[config.mk]
export PLATFORM = sky130hd
export DESIGN_NAME = hist_feed_arbiter
export DESIGN_NICKNAME = d
export VERILOG_FILES = /design/src/rtl/hist_feed_arbiter.sv
export SDC_FILE = /design/constraint.sdc
export NUM_CORES = 1
export LEC_CHECK = 0
export CELL_PAD_IN_SITES_DETAIL_PLACEMENT = 0
export CELL_PAD_IN_SITES_GLOBAL_PLACEMENT = 1
export CORE_ASPECT_RATIO = 1.25
export CORE_MARGIN = 4
export CORE_UTILIZATION = 37
export DETAILED_ROUTE_END_ITERATION = 10
export PLACE_DENSITY = 0.93
export SLEW_MARGIN = 20
export SYNTH_ARGS = -nofsm -noshare
export SYNTH_HDL_FRONTEND = slang
export SYNTH_SLANG_ARGS = --single-unit
[constraint.sdc]
create_clock -name clk_in -period 4.9 [get_ports clk_in]
set_input_delay 0.735 -clock clk_in [delete_from_list [all_inputs] [get_ports clk_in]]
set_output_delay 0.735 -clock clk_in [all_outputs]
set_load 0.05 [all_outputs]
[src/rtl/hist_feed_arbiter.sv]
// Round-robin feeder for the distinct-value history tracker.
// Holds each grant on the tracker input and sequences tracker reset.
module hist_feed_arbiter #(
  parameter int DATA_W      = 8,
  parameter int N_REQ       = 4,
  parameter int HOLD_CYCLES = 3
) (
  input  logic                      clk_in,
  input  logic                      reset_in,
  input  logic                      flush_in,
  input  logic [N_REQ-1:0]          req_in,
  input  logic [N_REQ*DATA_W-1:0]   req_data_in,
  output logic [N_REQ-1:0]          ack_out,
  output logic [DATA_W-1:0]         hist_data_out,
  output logic                      hist_reset_out,
  output logic                      hist_busy_out,
  output logic [$clog2(N_REQ)-1:0]  grant_idx_out
);

  localparam int IW = $clog2(N_REQ);
  localparam int CW = $clog2(HOLD_CYCLES);

  localparam logic [1:0] ST_FLUSH = 2'd0;
  localparam logic [1:0] ST_WARM  = 2'd1;
  localparam logic [1:0] ST_ARB   = 2'd2;
  localparam logic [1:0] ST_HOLD  = 2'd3;

  logic [1:0]        state;
  logic [1:0]        state_nx;
  logic [IW-1:0]     rr_ptr;
  logic [IW-1:0]     pick;
  logic [IW-1:0]     pick_nx;
  logic [DATA_W-1:0] pick_data;
  logic [CW-1:0]     cnt;
  logic              found;

  // Two passes: indices at/after the pointer first, then the wrap-around.
  always_comb begin
    found     = 1'b0;
    pick      = '0;
    pick_data = '0;
    for (int k = 0; k < N_REQ; k++) begin
      if (!found && req_in[k] && IW'(k) >= rr_ptr) begin
        found     = 1'b1;
        pick      = IW'(k);
        pick_data = req_data_in[k*DATA_W +: DATA_W];
      end
    end
    for (int k = 0; k < N_REQ; k++) begin
      if (!found && req_in[k]) begin
        found     = 1'b1;
        pick      = IW'(k);
        pick_data = req_data_in[k*DATA_W +: DATA_W];
      end
    end
  end

  assign pick_nx = (pick == IW'(N_REQ-1)) ? '0 : pick + IW'(1);

  always_comb begin
    state_nx = state;
    case (state)
      ST_FLUSH: state_nx = ST_WARM;
      ST_WARM:  state_nx = ST_ARB;
      ST_ARB:   if (found) state_nx = ST_HOLD;
      ST_HOLD:  if (cnt == '0) state_nx = ST_ARB;
      default:  state_nx = ST_FLUSH;
    endcase
    if (flush_in) state_nx = ST_FLUSH;
  end

  always_ff @(posedge clk_in or posedge reset_in) begin
    if (reset_in) begin
      state          <= ST_FLUSH;
      rr_ptr         <= '0;
      cnt            <= '0;
      ack_out        <= '0;
      hist_data_out  <= '0;
      hist_reset_out <= 1'b1;
      hist_busy_out  <= 1'b1;
      grant_idx_out  <= '0;
    end else begin
      state          <= state_nx;
      ack_out        <= '0;
      hist_reset_out <= (state_nx == ST_FLUSH);
      hist_busy_out  <= (state_nx != ST_ARB);
      if (state_nx == ST_FLUSH) begin
        hist_data_out <= '0;
      end else if (state == ST_ARB) begin
        if (found) begin
          grant_idx_out <= pick;
          hist_data_out <= pick_data;
          rr_ptr        <= pick_nx;
          cnt           <= CW'(HOLD_CYCLES-1);
        end
      end else if (state == ST_HOLD) begin
        if (cnt != '0) cnt <= cnt - CW'(1);
        // Registered ack lands on the cycle the counter reads zero.
        if (cnt == CW'(1)) ack_out <= N_REQ'(1) << grant_idx_out;
      end
    end
  end

endmodule

---- Yosys cells after proc, flatten, opt, wreduce, memory -nomap -nowiden ----
Cells that the tools add are included.
storage, ports and cells
  bits in registers ....................... 22
  output and inout port bits .............. 16
  logic and storage cells ................. 91
cells by class
  shift operators ......................... 1
  order comparisons ....................... 4
  $add $sub $neg .......................... 2
  mux-type cells .......................... 39
  bitwise logic cells ..................... 1
  reduce and logical (&&, ||, !) cells .... 29
  equal/unequal tests ..................... 7
operators with widths
  operator                                                               count
  8-bit 2-to-1 mux                                                       11
  2-bit 2-to-1 mux                                                       14
  4-bit 2-to-1 mux                                                       4
  1-bit logical AND                                                      11
  2-bit nonzero test                                                     5
  1-bit 2-to-1 mux                                                       9
  2-bit case mux with 4 select lines                                     1
  1-bit zero test                                                        7
  2-bit equality test, second input constant                             3
  2-bit zero test                                                        3
  2-bit by 1-bit equality test with 1-bit output, second input constant  2
  1-bit by 2-bit >= comparator with 1-bit output, first input constant   2
  2-bit >= comparator, first input constant                              2
  2-bit != test, second input constant                                   2
  4-bit AND reduction                                                    1
  1-bit by 2-bit << shifter with 4-bit output, first input constant      1
  3-bit AND reduction                                                    1
  2-bit by 1-bit adder with 2-bit output, second input constant          1
  2-bit AND reduction                                                    1
  2-bit by 1-bit subtractor with 2-bit output, second input constant     1
  1-bit NOT                                                              1

---- Longest topological paths before layout ----
Gate-level depths: netlist of the first run.
  word-level depth ........................ 33
  gate-level depth with buffers ........... 8
  gate-level depth less buffers ........... 6

---- Least setup slack after synthesis of the first run ----
Ideal clock, no wire load.
  kind .................................... input port to flip-flop
  start point ............................. input port req_in[3]
  end point ............................... register grant_idx_out[1]
  slack ................................... 2751 ps
  arrival ................................. 2023 ps
  required time ........................... 4775 ps
  path buffers ............................ 3
  stages on the path ...................... 7
  library setup time ...................... 125 ps
  cell sequence ........................... buf_2 or4_4 buf_6 nand2_8 buf_12 nor2_4 mux2_4
between the ends
  word-level cells in the longest chain between the ends .. 21
  elaborated cells on any way between the ends .. 26
  those cells by class .................... mux: 13; bitwise: 1; reduce/logical: 12
RTL lines
  item                                  line  text
  start: declaration                    11    input logic [N_REQ-1:0] req_in,
  1-bit logical AND (2 in a row)        43    if (!found && req_in[k] && IW'(k) >= rr_ptr) begin
  1-bit 2-to-1 mux                      43
  1-bit zero test                       50    if (!found && req_in[k]) begin
  1-bit logical AND                     50
  1-bit 2-to-1 mux                      50
  1-bit zero test                       50
  1-bit logical AND                     50
  1-bit 2-to-1 mux                      50
  [... 4 more ...]                      n/a
  1-bit logical AND                     50
  1-bit 2-to-1 mux                      50
  2-bit 2-to-1 mux                      65    ST_ARB: if (found) state_nx = ST_HOLD;
  2-bit case mux with 4 select lines    62    case (state)
  2-bit 2-to-1 mux                      69    if (flush_in) state_nx = ST_FLUSH;
  2-bit zero test                       87    if (state_nx == ST_FLUSH) begin
  1-bit NOT (no source line)            n/a
  3-bit AND reduction (no source line)  n/a
  end signal: assignment                91    grant_idx_out <= pick;
  end: declaration                      17    output logic [$clog2(N_REQ)-1:0] grant_idx_out
Several ways; a longest one is shown, not always the timed one.
A chain may end at the register's enable or synchronous reset.

---- Worst setup path in the final report of the first run ----
  start point ............................. input port req_in[1]
  end point ............................... register hist_data_out[7]
between the ends
  word-level cells in the longest chain between the ends .. 29
  elaborated cells on any way between the ends .. 40
  those cells by class .................... mux: 20; reduce/logical: 20
RTL lines
  item                                  line  text
  1-bit logical AND (2 in a row)        43
  1-bit 2-to-1 mux                      43
  1-bit zero test                       43
  1-bit logical AND (2 in a row)        43
  1-bit 2-to-1 mux                      43
  1-bit zero test                       43
  1-bit logical AND (2 in a row)        43
  1-bit 2-to-1 mux                      43
  [... 10 more ...]                     n/a
  1-bit logical AND                     50
  1-bit 2-to-1 mux                      50
  2-bit 2-to-1 mux                      65
  2-bit case mux with 4 select lines    62
  2-bit 2-to-1 mux                      69
  2-bit zero test                       87
  2-bit nonzero test (no source line)   n/a
  2-bit AND reduction (no source line)  n/a
  end signal: assignment                92    hist_data_out <= pick_data;
  end: declaration                      14    output logic [DATA_W-1:0] hist_data_out,
Several ways; a longest one is shown, not always the timed one. The select of a mux whose other input is x is not followed.

==> qor.yml, run 1 <==
synth-xor-area-share_pct: 0.490
slew_headroom_pct: 41.4
use_met2_pct: 27.5
synth-compound-area-share_pct: 27.9
syn_to_final_growth_pct: 31.4
synthArstFlopShare_pct: 100
cp-end-kind: "register"
first_pass_iters: 4
r2r_end: "hist_data_out[0]"
syn_inst: 211
dp_hpwl_microns: 3760
start_kind: "primary input"
synth_top_family_by_area: "compound AO/OA/AOI/OAI gates"
setup_tns_ns: 0
cp_top_family: "compound AO/OA/AOI/OAI gates"
synth_top_cell_area_share_pct: 28.0
yosys.area_share.simple_pct: 26.5
fmax_ghz: 0.367
cts.clk_slew.worst_paths_ns: 0.08
crit_slowest_cell: "clkdlybuf4s50_1"
p_sw_uw: 359
fp.coreArea_sq_um: 4690
hold_class: "reg2reg"
diodes: 0
grt_usage_pct: 15.6
synthFlopType: "dfrtp_1"
clk_path_buf_depth: 2
cts_num_sinks: 22
p_int_uw: 454
met3_usage_pct: 1.52
routed_wl_microns: 4850
gr-max-usage-layer: "met2"
yosysMostFrequentCell: "nand2_1"
syn_avg_cell_area_sq_um: 8.47
drive_gt1_share_pct: 7.91
worst_pin_slew_ns: 0.876
htreeDepth: 1
antenna_left: 0
stdcell_area_sq_um: 2350
finalSetupViolations: 0
pwr-share-clk_pct: 14.1
wire_per_inst_microns: 15.5
critPathArrivalTime_ns: 2.87
ys_ff_latch: 22
port_buffers: 54
min_to: "ack_out[2]"
drc: 0
gp_congestion: 0.851
max-cap-violations: 0
synth_area_leaders: "dfrtp_1 (28%), nand2_1 (4.6%), o21ai_1 (3.4%)"
nFillCells: 472
hold_path_depth: 1
critPathKind: "in2reg"
min_from: "grant_idx_out[0]"
cts_hold_buf: 0
fin_crit_sh_pct: 55.6
num_vias: 1724
cp.required_ns: 5.04
cts_resized: 0
synth_area_sq_um: 1790
antenna_found_initial: 0
seq_area_sq_um: 553
synth-adder-area-share_pct: 1.40
placed_area_sq_um: 2300
r2r-start: "rr_ptr[1]"
postCtsSetupRepairBufs: 0
dieArea_sq_um: 6020
slew_viol_final: 0
multi_input_area_sq_um: 1090
hold_violations: 0
rsz0062_at_grt: "no"
clk_latency_ns: 0.26
io_pins: 55
die_h_microns: 85.7
leakagePower_nw: 0.937
grt_max_degree: 24
min_period_ns: 2.73
synth_edf_count: 0
die_w_microns: 70.2
syn_nets: 252
seq_power_share_pct: 34.1
netlist_top_cells_count: "nand2_1 (22), dfrtp_1 (20), nor2_1 (14)"
run_status: "completed"
row_count: 28
synth_cell_types: 50
grt_pass1_vias: 1674
ir_drop_uv: 215
critPathMaxStageDelay_ns: 0.84
critPathBufInv: 1
grt-ovfl-total: 0
cts_tree: "yes"
start_util_pct: 38.1
ys_seq_area_share_pct: 30.9
combPwrFrac_pct: 51.8
switching_share_pct: 44.2
ys_warn_count: 0
cts_buffers: 3
fin_skew_ns: 0.00137
power.density_nw_per_um2: 346
yosysTopAreaCell: "dfrtp_1"
reg2reg_slack_ns: 2.72
fin_nets: 295
root_buffer: "clkbuf_8"
r2r_cells: 5
via_per_inst: 5.51
synthMuxAreaShare_pct: 4.48
drt_iter0_markers: 117
worstPathMaxFanout: 16
grt_first_pass_wirelength_microns: 7690
path_cells: "clkdlybuf4s50_1 -> nor2_1 -> a22oi_1 -> o21ai_0 -> a221oi_2 -> o21ai_1"
met1_usage_pct: 19.1
## registers in the layout, summed over array words and instances (netlist names)
register	flops
hist_reset_out	1
grant_idx_out	2
hist_busy_out	1
rr_ptr	2
hist_data_out	8
cnt	2
state	2
ack_out	4
## power groups by stage
stage | Sequential [mW] | Combinational [mW] | Clock, mW
CTS | 0.276 | 0.420 | 0.118
global placement | 0.278 | 0.413 | 0
floorplan | 0.307 | 0.272 | 0
detailed placement | 0.278 | 0.418 | 0
finish | 0.277 | 0.421 | 0.115
global route | 0.284 | 0.453 | 0.127
## worst register-to-register path: stages (launching register included)
cell and delay [ns]:
dfrtp_1 0.75, or3b_1 0.55, nor3_4 0.25, a2111oi_1 0.16
a221oi_2 0.27, o21ai_1 0.10
## area by class of cell
class | instances | area share, %
tap | 60 | 3.19
clock buffer | 4 | 1.92
inverter | 12 | 1.92
sequential | 22 | 23.5
timing repair buffer | 54 | 23.0
multi-input combinational | 161 | 46.4
## cells in the final DEF, fill, tap and decap left out, types with 3 or more instances in the layout
cell type	count
a21oi_1	10
inv_1	12
nor2_1	14
nor2b_1	9
o21ai_0	6
o21ba_1	4
a211oi_1	5
nor3_1	5
and3_1	4
nand2_1	22
a31oi_1	4
a221oi_2	3
a211o_1	4
a221o_1	4
clkdlybuf4s50_1	54
mux2_2	4
clkbuf_8	3
nor4bb_1	4
nand2b_1	5
o22ai_1	5
nand3_1	5
a2111oi_1	4
o21ai_1	12
dfrtp_1	20
## worst max path at each step
stage | slack, ns | from | depth (start not counted) | endpoint
6_report | 2.17 | req_in[1] | 6 | hist_data_out[7]
5_1_grt | 1.97 | req_in[1] | 6 | hist_data_out[6]
4_1_cts | 2.04 | req_in[1] | 5 | hist_data_out[5]
3_5_place_dp | 1.75 | req_in[1] | 5 | hist_data_out[0]
3_3_place_gp | 1.89 | req_in[0] | 6 | hist_data_out[6]
2_1_floorplan | 2.75 | req_in[3] | 7 | grant_idx_out[1]
## routing by layer
layer | vias to the layer above | share of wire (%)
li1 | 863 | -
met1 | 790 | 43
met2 | 62 | 50
met3 | 9 | 4.2
met4 | 0 | 2.4
met5 | - | 0
## through the flow
stage | power [mW] | setup WS [ns] | hold WS [ns] | util [%] | std cells
final | 0.813 | 2.17 | 0.513 | 50.1 | 313
after global routing | 0.864 | 1.97 | 0.554 | 50.1 | 313
after CTS | 0.813 | 2.04 | 0.519 | 49.9 | 313
after detailed placement | 0.696 | 1.75 | 0.506 | 49.0 | 309
after global placement | 0.691 | 1.89 | 0.503 | 49.0 | 309
after floorplan | 0.580 | 2.75 | 0.514 | - | 211
## logic make-up (layout without fill, tap and decap cells)
group	count (synthesis)	after routing
flip-flops	22	22
AO/OA/AOI/OAI	69	69
XOR/XNOR	1	1
adder cells (fa/ha/maj)	2	2
multiplexers	7	7
AND/OR/NAND/NOR	82	82
buffers and inverters	28	70
(Power assumes the default switching activity.)
==> inputs of run 2 (changes only) <==
- CORE_UTILIZATION: 37 -> 34
- PLACE_DENSITY: 0.93 -> 0.87
- clock period: 4.9 -> 2.8 ns (I/O delays scaled with it)
==> qor.yml, run 2 (synthesis gave the netlist of run 1 again) <==
crit_start: "req_in[2]"
dp_hpwl_microns: 3940  # +4.7%
slew_viol_final: 0  # unchanged
layout.cells.non_filler: 321  # +2.6%
most-common-layout-cells: "clkdlybuf4s50_1 (54), nand2_1 (22), dfrtp_1 (20)"
first_pass_iters: 4  # unchanged
dieArea_sq_um: 6490  # +7.9%
grt_usage_pct: 15.2  # -0.39 points
highest_layer: "met4"
max-cap-violations: 0  # unchanged
cts_hold_buf: 0  # unchanged
antenna_left: 0  # unchanged
drc: 0  # unchanged
total_power_mw: 1.49  # +83%
root_buffer: "clkbuf_8"
antenna_found_initial: 0  # unchanged
top_regs: "hist_data_out x8, ack_out x4"
wl_met3_microns: 204  # +0.49%
leakagePower_nw: 0.971  # +3.6%
setup_ws_ns: 0.634  # -1.54 ns
critPathArrivalTime_ns: 2.33  # -0.54 ns
cts_resized: 0  # unchanged
setup_tns_ns: 0  # unchanged
grt_pass1_vias: 1615  # -3.5%
clk_latency_ns: 0.27  # about the same
cp.required_ns: 2.96  # -2.08 ns
nFillCells: 506  # +7.2%
via_per_inst: 5.42  # -1.6%
cts_num_sinks: 22  # unchanged
routed_wl_microns: 5010  # +3.3%
cts_buffers: 3  # unchanged
hold_violations: 0  # unchanged
r2r-start: "state[0]"
p_sw_uw: 644  # +79%
cts.clk_slew.worst_paths_ns: 0.08  # about the same
port_buffers: 54  # unchanged
fin_crit_sh_pct: 77.4
switching_share_pct: 43.2  # -0.94 points
min_from: "grant_idx_out[0]"
drt_iter0_markers: 76  # -35%
critPathMaxStageDelay_ns: 0.67  # -0.17 ns
final_common_cell: "clkdlybuf4s50_1"
worstPathMaxFanout: 10  # -6
stdcell_area_sq_um: 2400  # +2.2%
clk_path_buf_depth: 2  # unchanged
worst_pin_slew_ns: 0.845  # -0.0304 ns
start_util_pct: 35.2  # -2.9 points
p_int_uw: 845  # +86%
post-route-util_pct: 47.3  # -2.8 points
grt_max_degree: 23  # -4.2%
syn_to_final_growth_pct: 34.4
run_status: "completed"
min_period_ns: 2.17
fmax_ghz: 0.462
grt-ovfl-total: 0  # unchanged
row_count: 29  # +3.6%
top_register: "hist_data_out"
start_kind: "primary input"
diodes: 0  # unchanged
ir_drop_uv: 287  # +34%
rsz0062_at_grt: "no"
hold_class: "reg2reg"
wire_per_inst_microns: 15.6  # +0.75%
htreeDepth: 1  # unchanged
cts_tree: "yes"
path_cells: "clkdlybuf4s50_1 -> nor2_1 -> or2_1 -> and3_1 -> a221o_1 -> o21ba_1"
largest_reg_flops: 8  # unchanged
critPathKind: "in2reg"
combPwrFrac_pct: 53.9  # +2.1 points
grt_first_pass_wirelength_microns: 7840  # +2.0%
num_vias: 1740  # +0.93%
whs_ns: 0.521  # +0.00807 ns
slew_headroom_pct: 43.6  # +2.1 points
crit_slowest_cell: "clkdlybuf4s50_1"
fp.coreArea_sq_um: 5080  # +8.2%
gp_congestion: 0.836  # -1.8%
wl_met1_microns: 2120  # +0.91%
io_pins: 55  # unchanged
postCtsSetupRepairBufs: 0  # unchanged
dr_wl_met2_microns: 2620  # +7.9%
fin_nets: 301  # +2.0%
die_h_microns: 89.1  # +3.9%
dp_slack_ns: 0.364  # -1.38 ns
post-place-cells: 317  # +2.6%
fin_skew_ns: 0.00377  # +0.00240 ns
cp-end-kind: "register"
seq_power_share_pct: 30.3  # -3.8 points
die_w_microns: 72.9  # +3.8%
pwr-share-clk_pct: 15.8  # +1.7 points
power.density_nw_per_um2: 620  # +79%
finalSetupViolations: 0  # unchanged
placed_area_sq_um: 2350  # +2.1%
drive_gt1_share_pct: 10.0  # +2.1 points
run 2: cell count changes in the layout (fill, tap and decap cells not counted):
cell / before / now
nor3_1: 5 / 6
clkbuf_8: 3 / 4
buf_4: 0 / 6
clkbuf_1: 1 / 0
nor3_2: 1 / 0
run 2: power groups by stage:
stage	registers (mW)	logic [mW]	clock network, mW
2_1_floorplan	0.538	0.477	0
3_3_place_gp	0.456	0.787	0
3_5_place_dp	0.456	0.797	0
4_1_cts	0.451	0.799	0.237
5_1_grt	0.466	0.858	0.248
6_report	0.451	0.802	0.236
run 2: path summary, 6_finish.rpt:
path,endpoint,slack (ns),cells past startpoint
worst max register to register,hist_data_out[0],0.84,5
worst max-delay path,hist_data_out[2],0.63,6
min in group asynchronous,ack_out[1],0.61,2
worst min register to register,ack_out[2],0.52,1
worst min-delay path,ack_out[2],0.52,1
max in group asynchronous,hist_data_out[0],1.66,2
run 2: cell type report:
cell class | instances | area (sq um) | area share [%]
inverters | 12 | 45.0 | 1.88
flip-flops and latches | 22 | 553 | 23.0
clock buffers | 4 | 55.1 | 2.29
well taps | 62 | 77.6 | 3.23
repair buffers | 60 | 586 | 24.4
multi-input cells | 161 | 1090 | 45.2
run 2: per-layer routing:
metal / GRT usage [%] / vias to the layer above
met1: 19.0 / 823
met3: 1.24 / 4
li1: - / 868
met2: 26.9 / 45
met4: 6.21 / 0
met5: 0 / -
run 2: worst max-delay path, delay by kind of cell:
family                 cells  cell delay [ns]
AOI/OAI and AO/OA          2             0.57
buffers and inverters      1             0.67
and+or+nand+nor            3             0.67
